<file path="src/rtl/sim_mem_pkg.sv">
// rtl/sim_mem_pkg.sv - shared types for the simulation-memory arbiter
package sim_mem_pkg;

  localparam int XLEN_DEF = 64;

  typedef enum logic [1:0] {IDLE, ISSUE, WAIT, RESP} state_e;

  typedef enum logic {OWN_I, OWN_D} owner_e;

endpackage

</file>
<file path="src/rtl/sim_mem_rr2.sv">
// rtl/sim_mem_rr2.sv - two-way round-robin arbiter; prio always points at the last loser
module sim_mem_rr2
  import sim_mem_pkg::*;
(
  input  logic clk,
  input  logic rst_n,
  input  logic valid_i,
  input  logic valid_d,
  input  logic advance,
  output logic grant_i,
  output logic grant_d
);

  owner_e prio_q, prio_d;

  always_comb begin
    grant_i = valid_i & (~valid_d | (prio_q == OWN_I));
    grant_d = valid_d & (~valid_i | (prio_q == OWN_D));
    prio_d  = prio_q;
    if (advance) prio_d = grant_d ? OWN_I : OWN_D;
  end

  always_ff @(posedge clk or negedge rst_n) begin
    if (!rst_n) prio_q <= OWN_D;
    else        prio_q <= prio_d;
  end

endmodule

</file>
<file path="src/rtl/sim_mem_arbiter.sv">
// rtl/sim_mem_arbiter.sv - shares one memory port between fetch and data requesters
module sim_mem_arbiter
  import sim_mem_pkg::*;
#(
  parameter int XLEN    = XLEN_DEF,
  parameter int TYPE_W  = 64,
  parameter int TIMEOUT = 255
) (
  input  logic              clk,
  input  logic              rst_n,
  input  logic              i_req_valid,
  output logic              i_req_ready,
  input  logic [XLEN-1:0]   i_req_addr,
  input  logic [TYPE_W-1:0] i_req_type,
  output logic              i_resp_valid,
  output logic [XLEN-1:0]   i_resp_rdata,
  output logic              i_resp_err,
  input  logic              d_req_valid,
  output logic              d_req_ready,
  input  logic [XLEN-1:0]   d_req_addr,
  input  logic [XLEN-1:0]   d_req_wdata,
  input  logic [TYPE_W-1:0] d_req_type,
  input  logic              d_req_wen,
  output logic              d_resp_valid,
  output logic [XLEN-1:0]   d_resp_rdata,
  output logic              d_resp_err,
  output logic              mem_req_valid,
  input  logic              mem_req_ready,
  output logic [XLEN-1:0]   mem_addr,
  output logic [XLEN-1:0]   mem_wdata,
  output logic [TYPE_W-1:0] mem_type,
  output logic              mem_wen,
  input  logic              mem_resp_valid,
  input  logic [XLEN-1:0]   mem_resp_rdata
);

  localparam int WD_W = $clog2(TIMEOUT + 1);
  localparam logic [WD_W-1:0] WD_MAX = WD_W'(TIMEOUT);

  state_e            state_q, state_d;
  owner_e            owner_q, owner_d;
  logic [XLEN-1:0]   addr_q, addr_d;
  logic [XLEN-1:0]   wdata_q, wdata_d;
  logic [TYPE_W-1:0] type_q, type_d;
  logic              wen_q, wen_d;
  logic [WD_W-1:0]   wdog_q, wdog_d;
  logic              i_resp_valid_q, i_resp_valid_d;
  logic [XLEN-1:0]   i_resp_rdata_q, i_resp_rdata_d;
  logic              i_resp_err_q, i_resp_err_d;
  logic              d_resp_valid_q, d_resp_valid_d;
  logic [XLEN-1:0]   d_resp_rdata_q, d_resp_rdata_d;
  logic              d_resp_err_q, d_resp_err_d;

  logic grant_i, grant_d, accept_i, accept_d;
  logic finish, timed_out;
  logic [XLEN-1:0] resp_rdata;

  sim_mem_rr2 u_rr2 (
    .clk     (clk),
    .rst_n   (rst_n),
    .valid_i (i_req_valid),
    .valid_d (d_req_valid),
    .advance (accept_i | accept_d),
    .grant_i (grant_i),
    .grant_d (grant_d)
  );

  // Readies are forced low while reset is held so nothing looks accepted.
  assign i_req_ready = rst_n & (state_q == IDLE) & grant_i;
  assign d_req_ready = rst_n & (state_q == IDLE) & grant_d;
  assign accept_i    = i_req_valid & i_req_ready;
  assign accept_d    = d_req_valid & d_req_ready;

  always_comb begin
    state_d        = state_q;
    owner_d        = owner_q;
    addr_d         = addr_q;
    wdata_d        = wdata_q;
    type_d         = type_q;
    wen_d          = wen_q;
    wdog_d         = wdog_q;
    i_resp_valid_d = 1'b0;
    i_resp_rdata_d = '0;
    i_resp_err_d   = 1'b0;
    d_resp_valid_d = 1'b0;
    d_resp_rdata_d = '0;
    d_resp_err_d   = 1'b0;
    finish         = 1'b0;
    timed_out      = 1'b0;
    resp_rdata     = '0;
    unique case (state_q)
      IDLE: begin
        if (accept_d) begin
          owner_d = OWN_D;
          addr_d  = d_req_addr;
          wdata_d = d_req_wdata;
          type_d  = d_req_type;
          wen_d   = d_req_wen;
          state_d = ISSUE;
        end else if (accept_i) begin
          owner_d = OWN_I;
          addr_d  = i_req_addr;
          wdata_d = '0;
          type_d  = i_req_type;
          wen_d   = 1'b0;
          state_d = ISSUE;
        end
      end
      ISSUE: begin
        if (mem_req_ready) begin
          state_d = WAIT;
          wdog_d  = '0;
        end
      end
      WAIT: begin
        // A response arriving in the expiry cycle still wins over the timeout.
        if (mem_resp_valid) begin
          finish     = 1'b1;
          resp_rdata = mem_resp_rdata;
        end else if (wdog_q == WD_MAX) begin
          finish    = 1'b1;
          timed_out = 1'b1;
        end else begin
          wdog_d = wdog_q + 1'b1;
        end
        if (finish) begin
          state_d = RESP;
          if (owner_q == OWN_I) begin
            i_resp_valid_d = 1'b1;
            i_resp_rdata_d = resp_rdata;
            i_resp_err_d   = timed_out;
          end else begin
            d_resp_valid_d = 1'b1;
            d_resp_rdata_d = resp_rdata;
            d_resp_err_d   = timed_out;
          end
        end
      end
      RESP:    state_d = IDLE;
      default: state_d = IDLE;
    endcase
  end

  always_ff @(posedge clk or negedge rst_n) begin
    if (!rst_n) begin
      state_q        <= IDLE;
      owner_q        <= OWN_I;
      addr_q         <= '0;
      wdata_q        <= '0;
      type_q         <= '0;
      wen_q          <= 1'b0;
      wdog_q         <= '0;
      i_resp_valid_q <= 1'b0;
      i_resp_rdata_q <= '0;
      i_resp_err_q   <= 1'b0;
      d_resp_valid_q <= 1'b0;
      d_resp_rdata_q <= '0;
      d_resp_err_q   <= 1'b0;
    end else begin
      state_q        <= state_d;
      owner_q        <= owner_d;
      addr_q         <= addr_d;
      wdata_q        <= wdata_d;
      type_q         <= type_d;
      wen_q          <= wen_d;
      wdog_q         <= wdog_d;
      i_resp_valid_q <= i_resp_valid_d;
      i_resp_rdata_q <= i_resp_rdata_d;
      i_resp_err_q   <= i_resp_err_d;
      d_resp_valid_q <= d_resp_valid_d;
      d_resp_rdata_q <= d_resp_rdata_d;
      d_resp_err_q   <= d_resp_err_d;
    end
  end

  assign mem_req_valid = (state_q == ISSUE);
  assign mem_addr      = addr_q;
  assign mem_wdata     = wdata_q;
  assign mem_type      = type_q;
  assign mem_wen       = wen_q;
  assign i_resp_valid  = i_resp_valid_q;
  assign i_resp_rdata  = i_resp_rdata_q;
  assign i_resp_err    = i_resp_err_q;
  assign d_resp_valid  = d_resp_valid_q;
  assign d_resp_rdata  = d_resp_rdata_q;
  assign d_resp_err    = d_resp_err_q;

endmodule

</file>
<file path="config.mk">
export PLATFORM = sky130hd
export DESIGN_NAME = sim_mem_arbiter
export DESIGN_NICKNAME = d
export VERILOG_FILES = /design/src/rtl/sim_mem_pkg.sv /design/src/rtl/sim_mem_rr2.sv /design/src/rtl/sim_mem_arbiter.sv
export SDC_FILE = /design/constraint.sdc
export NUM_CORES = 1
export LEC_CHECK = 0
export BUFFER_PORTS_ARGS = -buffer_cell sky130_fd_sc_hd__buf_2
export CELL_PAD_IN_SITES_DETAIL_PLACEMENT = 1
export CELL_PAD_IN_SITES_GLOBAL_PLACEMENT = 1
export CORE_AREA = 2 2 283 285
export CTS_CLUSTER_SIZE = 10
export DETAILED_ROUTE_END_ITERATION = 7
export DIE_AREA = 0 0 285 287
export PLACE_DENSITY = 0.54
export SYNTH_ARGS = -nofsm -noshare
export SYNTH_HDL_FRONTEND = slang
export SYNTH_SLANG_ARGS = --single-unit
</file>
<file path="constraint.sdc">
create_clock -name clk -period 1.89 [get_ports clk]
set_clock_uncertainty 0.15 [all_clocks]
set_input_delay 0.378 -clock clk [delete_from_list [all_inputs] [get_ports clk]]
set_output_delay 0.378 -clock clk [all_outputs]
set_load 0.01 [all_outputs]
</file>
# Word-level counts from Yosys, hierarchy flattened
# Cells that the tools add are included.
# W data, S select, Z words.
# word_totals
ff_bits,337
word_cells,85
output_inout_bits,328
inputBits,391
# classes
n_addsub,1
n_eq_ne,9
reduce_logical,6
bitwise_logic,13
muxes,42
# op_table
operator,count
$mux W64,13
$mux W8,3
$mux W1,20
$pmux W8 S2,1
$add A8 B1 Y8 const B,1
$eq A8 B8 Y1 const B,1
$mux W2,4
$pmux W2 S4,1
$and A1 B1 Y1,7
$ne A2 B2 Y1 const B,3
$eq A2 B2 Y1 const B,2
$reduce_and A4 Y1,1
$reduce_bool A2 Y1,2
$ne A3 B3 Y1 const B,1
$not A1 Y1,3
$or A1 B1 Y1,3
$reduce_and A3 Y1,1
$eq A2 B1 Y1 const B,1
$logic_not A2 Y1,1
$ne A2 B1 Y1 const B,1
$reduce_and A2 Y1,1

# Longest topological paths before layout
# depth
ltp_word,8
depth_mapped,9
depth_no_buf,6

# Cells and area by module
# Synthesis repeated with hierarchy kept, for this count alone.
# unflattened
cells_unflattened,1282
area_unflattened_um2,12978.7
# by_module_without_submodules
module,instances,area_each_um2,cells_per_inst,seq_area_each_um2
sim_mem_arbiter,1,12921.1,1276,8408.1
sim_mem_rr2,1,57.6,6,26.3

# Worst setup path before layout
# No wires, ideal clock.
# synth_timing
path_type,register to register
startpoint,register wdog_q[0]
endpoint,register wdog_q[3]
arrival_time_ns,1.813
path_stages_with_launch,7
path_slack_ns,-0.142
setup_time_ns,0.069
required_ns,1.671
synth_period_minus_slack_ns,2.032
n_path_buf,1
cell_sequence,dfrtp_1 ha_1 and3_1 buf_6 a311o_1 or4b_1 nand3_1
# synth_via
elab_chain_len,4
word_cells_on_any_way,7
classes_between,add/sub: 1; eq/ne: 2; mux: 3; reduce/logical: 1
# synth_rtl
element,line_no,rtl
start: declaration,sim_mem_arbiter.sv:46,"logic [WD_W-1:0] wdog_q, wdog_d;"
start signal: assignment,sim_mem_arbiter.sv:166,wdog_q <= wdog_d;
$add A8 B1 Y8,sim_mem_arbiter.sv:124,wdog_d = wdog_q + 1'b1;
$mux W8,sim_mem_arbiter.sv:120,end else if (wdog_q == WD_MAX) begin
$mux W8,sim_mem_arbiter.sv:117,if (mem_resp_valid) begin
$pmux W8 S2,sim_mem_arbiter.sv:91,unique case (state_q)
# Several ways; a longest one is shown, not always the timed one. The select of a mux whose other input is x is not followed.
# A chain may end at the register's enable or synchronous reset.

# Final worst setup path
# layout_timing
startpoint,register state_q[0]
endpoint,output port i_req_ready
# layout_via
elab_chain_len,3
# layout_rtl
element,line_no,rtl
start: declaration,sim_mem_arbiter.sv:40,"state_e state_q, state_d;"
start signal: assignment,sim_mem_arbiter.sv:160,state_q <= state_d;
$logic_not A2 Y1,sim_mem_arbiter.sv:69,assign i_req_ready = rst_n & (state_q == IDLE) & grant_i;
$and A1 B1 Y1 (2 in series),sim_mem_arbiter.sv:69,
end: declaration,sim_mem_arbiter.sv:12,"output logic i_req_ready,"
# Every way passes these cells.

==> impl_metrics.ini <==
[cts]
cts_num_sinks = 337
root_buffer = clkbuf_16
cts_tree = yes
clock_latency_ns = 0.57
clk_path_buf_depth = 3
cts_buffers = 44
path_clk_slew_ns = 0.06
htree_levels = 2

[yosys]
ys.flop_type = dfrtp_1
synth_area_um2 = 13000
synth_enable_flop_cells = 0
seq_area_frac_synth_pct = 65.0
ys_seq_elements = 337
synthDistinctLibCells = 38
avgSynthCellArea_um2 = 11.5
yosys_warnings = 0
synth_nets = 1527
ys_async_sr_fraction_pct = 100
netlist_instances = 1132

[die]
start_util_pct = 16.5
core-area_um2 = 78600
die_y_um = 287
ioPinCount = 719
die-area_um2 = 81800
die_w_um = 285
fp-row-count = 103

[status]
violations = hold timing, setup timing
status = finished, violations left

[critical_path]
critPathMaxFanout = 2
worst_path_max_delay_cell = dfrtp_1
critPathBufInv = 3
cp.required_ns = 1.36
worst_ep_arrival_time_ns = 1.75
path_common_cell = buf_6
crit_path_end_kind = primary output
critPathKind = flop to primary output
critPathMaxStageDelay_ns = 0.40
path_cells = inv_2, ha_4, buf_6, nand3_4, a21oi_4, buf_6
start_kind = flop
critPathTopFamily = flip-flops

[routing]
route.vias.total = 14000
drc = 0
first_pass_iters = 4
avgRoutedWirePerCell_um = 20.4
drtIter0Drc = 473
ant_nets = 0
finalWirelength_um = 70500
viasPerCell = 4.07

[place]
place_ws_ns = -0.276
io_buffers = 718
place_hpwl_um = 42000
placed_cell_area_um2 = 18400
place_congestion = 0.876

[cells_and_area]
synthToLayoutAreaGrowth_pct = 100
nFillCells = 8876
multiInputGateArea_um2 = 4690
layout.nets = 2766
layout-drive-gt1-share_pct = 42.8
seq_area_um2 = 8430
fin_area_um2 = 25900

[global_route]
grt_pass1_wl_um = 99300
globalRouteOverflowTotal = 0
track_usage_pct = 15.8
grt_max_degree = 154
first_global_vias = 16000
antenna_found_initial = 6

[timing]
relSlewSlack_pct = 30.7
timing.fmax_mhz = 439
worst_pin_slew_ns = 1.04
fin_tns_setup_ns = -38.65
hold_slack_ns = -0.0381
period_minus_slack_ns = 2.28
finalCritPeriodShare_pct = 121
rsz0062_at_grt = yes
hold_viol = 24
report.final.slew_viol_count = 0
setup_ws_ns = -0.389
setup_viol = 203

[power]
power_mw = 32.2
p_per_area_nw_per_um2 = 1240
peakVddDrop_v = 0.000562
p_leak_nw = 12.9

[worst_hold_path]
hold_path.class = primary input to async pin

[flow_run]
drv_cap = 0
==> cells in the mapped netlist, types with 2 or more instances <==
| master | instances | share of area (%) |
|---|---|---|
| nand3b_1 | 2 | 0.12 |
| buf_4 | 10 | 0.58 |
| nor2_1 | 131 | 3.8 |
| buf_2 | 33 | 1.3 |
| clkbuf_1 | 33 | 0.96 |
| nand3_1 | 7 | 0.27 |
| or4b_1 | 2 | 0.15 |
| inv_1 | 5 | 0.14 |
| and4_1 | 2 | 0.14 |
| o21ai_1 | 90 | 3.5 |
| a22o_1 | 65 | 4.4 |
| and3_1 | 2 | 0.096 |
| nor3_1 | 2 | 0.077 |
| o221ai_1 | 2 | 0.14 |
| nand2_1 | 210 | 6.1 |
| dfrtp_1 | 336 | 65 |
| a21oi_1 | 3 | 0.12 |
| o21ai_0 | 40 | 1.5 |
| buf_1 | 5 | 0.14 |
| o211ai_1 | 3 | 0.17 |
| ha_1 | 4 | 0.39 |
| mux2i_1 | 129 | 10 |
==> layer usage <==
layer  track usage, %  part of all wire (%)  routed length (um)  up-vias
li1                 -                     -                   -     6331
met1             17.1                    37               26100     6953
met2             28.8                    51               36200      589
met3             4.57                   7.4                5190      155
met4             6.60                   4.2                2960        4
met5                0                 0.033                  23        -
==> state kept, by name (all words and copies together), names as in the netlist <==
register and cells:
d_resp_valid 1, wdog_q 8, i_resp_rdata 64, d_resp_err 1, u_rr2.prio_q 1, d_resp_rdata 64
i_resp_valid 1, i_resp_err 1, owner_q 1, mem_type 64, state_q 2, mem_wdata 64
mem_wen 1, mem_addr 64
==> power by group <==
group / switching (mW) / internal, mW / total (mW) / leakage (nW)
Sequential: 1.35 / 9.52 / 10.9 / 4.44
Combinational: 6.79 / 6.37 / 13.2 / 7.80
Clock: 3.35 / 4.77 / 8.12 / 0.662
==> layout by cell type, fill, tap and decap left out, types with 4 or more instances in the layout <==
cell type      instances
a22o_1                65
buf_12                34
buf_16                14
buf_2                714
buf_4                 51
buf_6                 34
buf_8                 22
clkbuf_1              15
clkbuf_16             61
clkbuf_8               5
dfrtp_1              336
dlygate4sd3_1        386
mux2i_1               90
mux2i_2               18
mux2i_4               21
nand2_1              201
nand2_2                6
nand3_1                5
nor2_1               130
o21ai_0                4
o21ai_1              116
o21ai_2               10
==> repair_timing <==
item | 4_1_cts | 5_1_grt
hold buffers | 386 | 0
hold endpoints to repair | 356 | 0
gates cloned | 16 | 18
buffers inserted | 29 | 26
pin swaps | 1 | 63
gates resized for setup | 130 | 184
setup endpoints to repair | 208 | 220
==> cells by family after synthesis <==
kind of cell	share of synthesized area (%)
simple gates	11.0
flops	65.0
compound gates	10.3
mux	10.0
buf+inv	3.18
fa+ha+maj	0.386
==> per-stage QoR <==
step / util (%) / hold WS [ns] / cells
global route: 33.0 / 0.0287 / 3449
CTS: 31.7 / 0.00959 / 3420
floorplan: - / -0.0676 / 1132
finish: 33.0 / -0.0381 / 3449
global placement: 23.4 / 0.164 / 2916
detailed placement: 23.4 / 0.167 / 2916
==> area by class of cell <==
| cell class | count | area share [%] |
|---|---|---|
| Tap cell | 1050 | 5.06 |
| Clock inverter | 9 | 0.511 |
| Sequential cell | 337 | 32.5 |
| Multi-Input combinational cell | 708 | 18.1 |
| Inverter | 5 | 0.0723 |
| Clock buffer | 64 | 4.73 |
| Timing Repair Buffer | 1275 | 39.0 |
| Antenna cell | 1 | 0.00965 |
==> tightest hold or removal path, stage by stage <==
cell and delay (ns):
buf_8 0.10, buf_4 0.17, buf_12 0.50
==> final timing paths <==
check | startpoint | slack (ns) | end | depth (start not counted)
min reg2reg | mem_type[15] | 0.33 | mem_type[15] | 2
min in group clk | i_req_type[32] | 0.03 | mem_type[32] | 3
max | state_q[0] | -0.39 | i_req_ready | 6
max reg2reg | state_q[0] | -0.34 | mem_addr[7] | 10
min | rst_n | -0.04 | mem_addr[34] | 3
max in group asynchronous | rst_n | 0.24 | mem_type[36] | 4
Power figures use the tool's default switching activity.
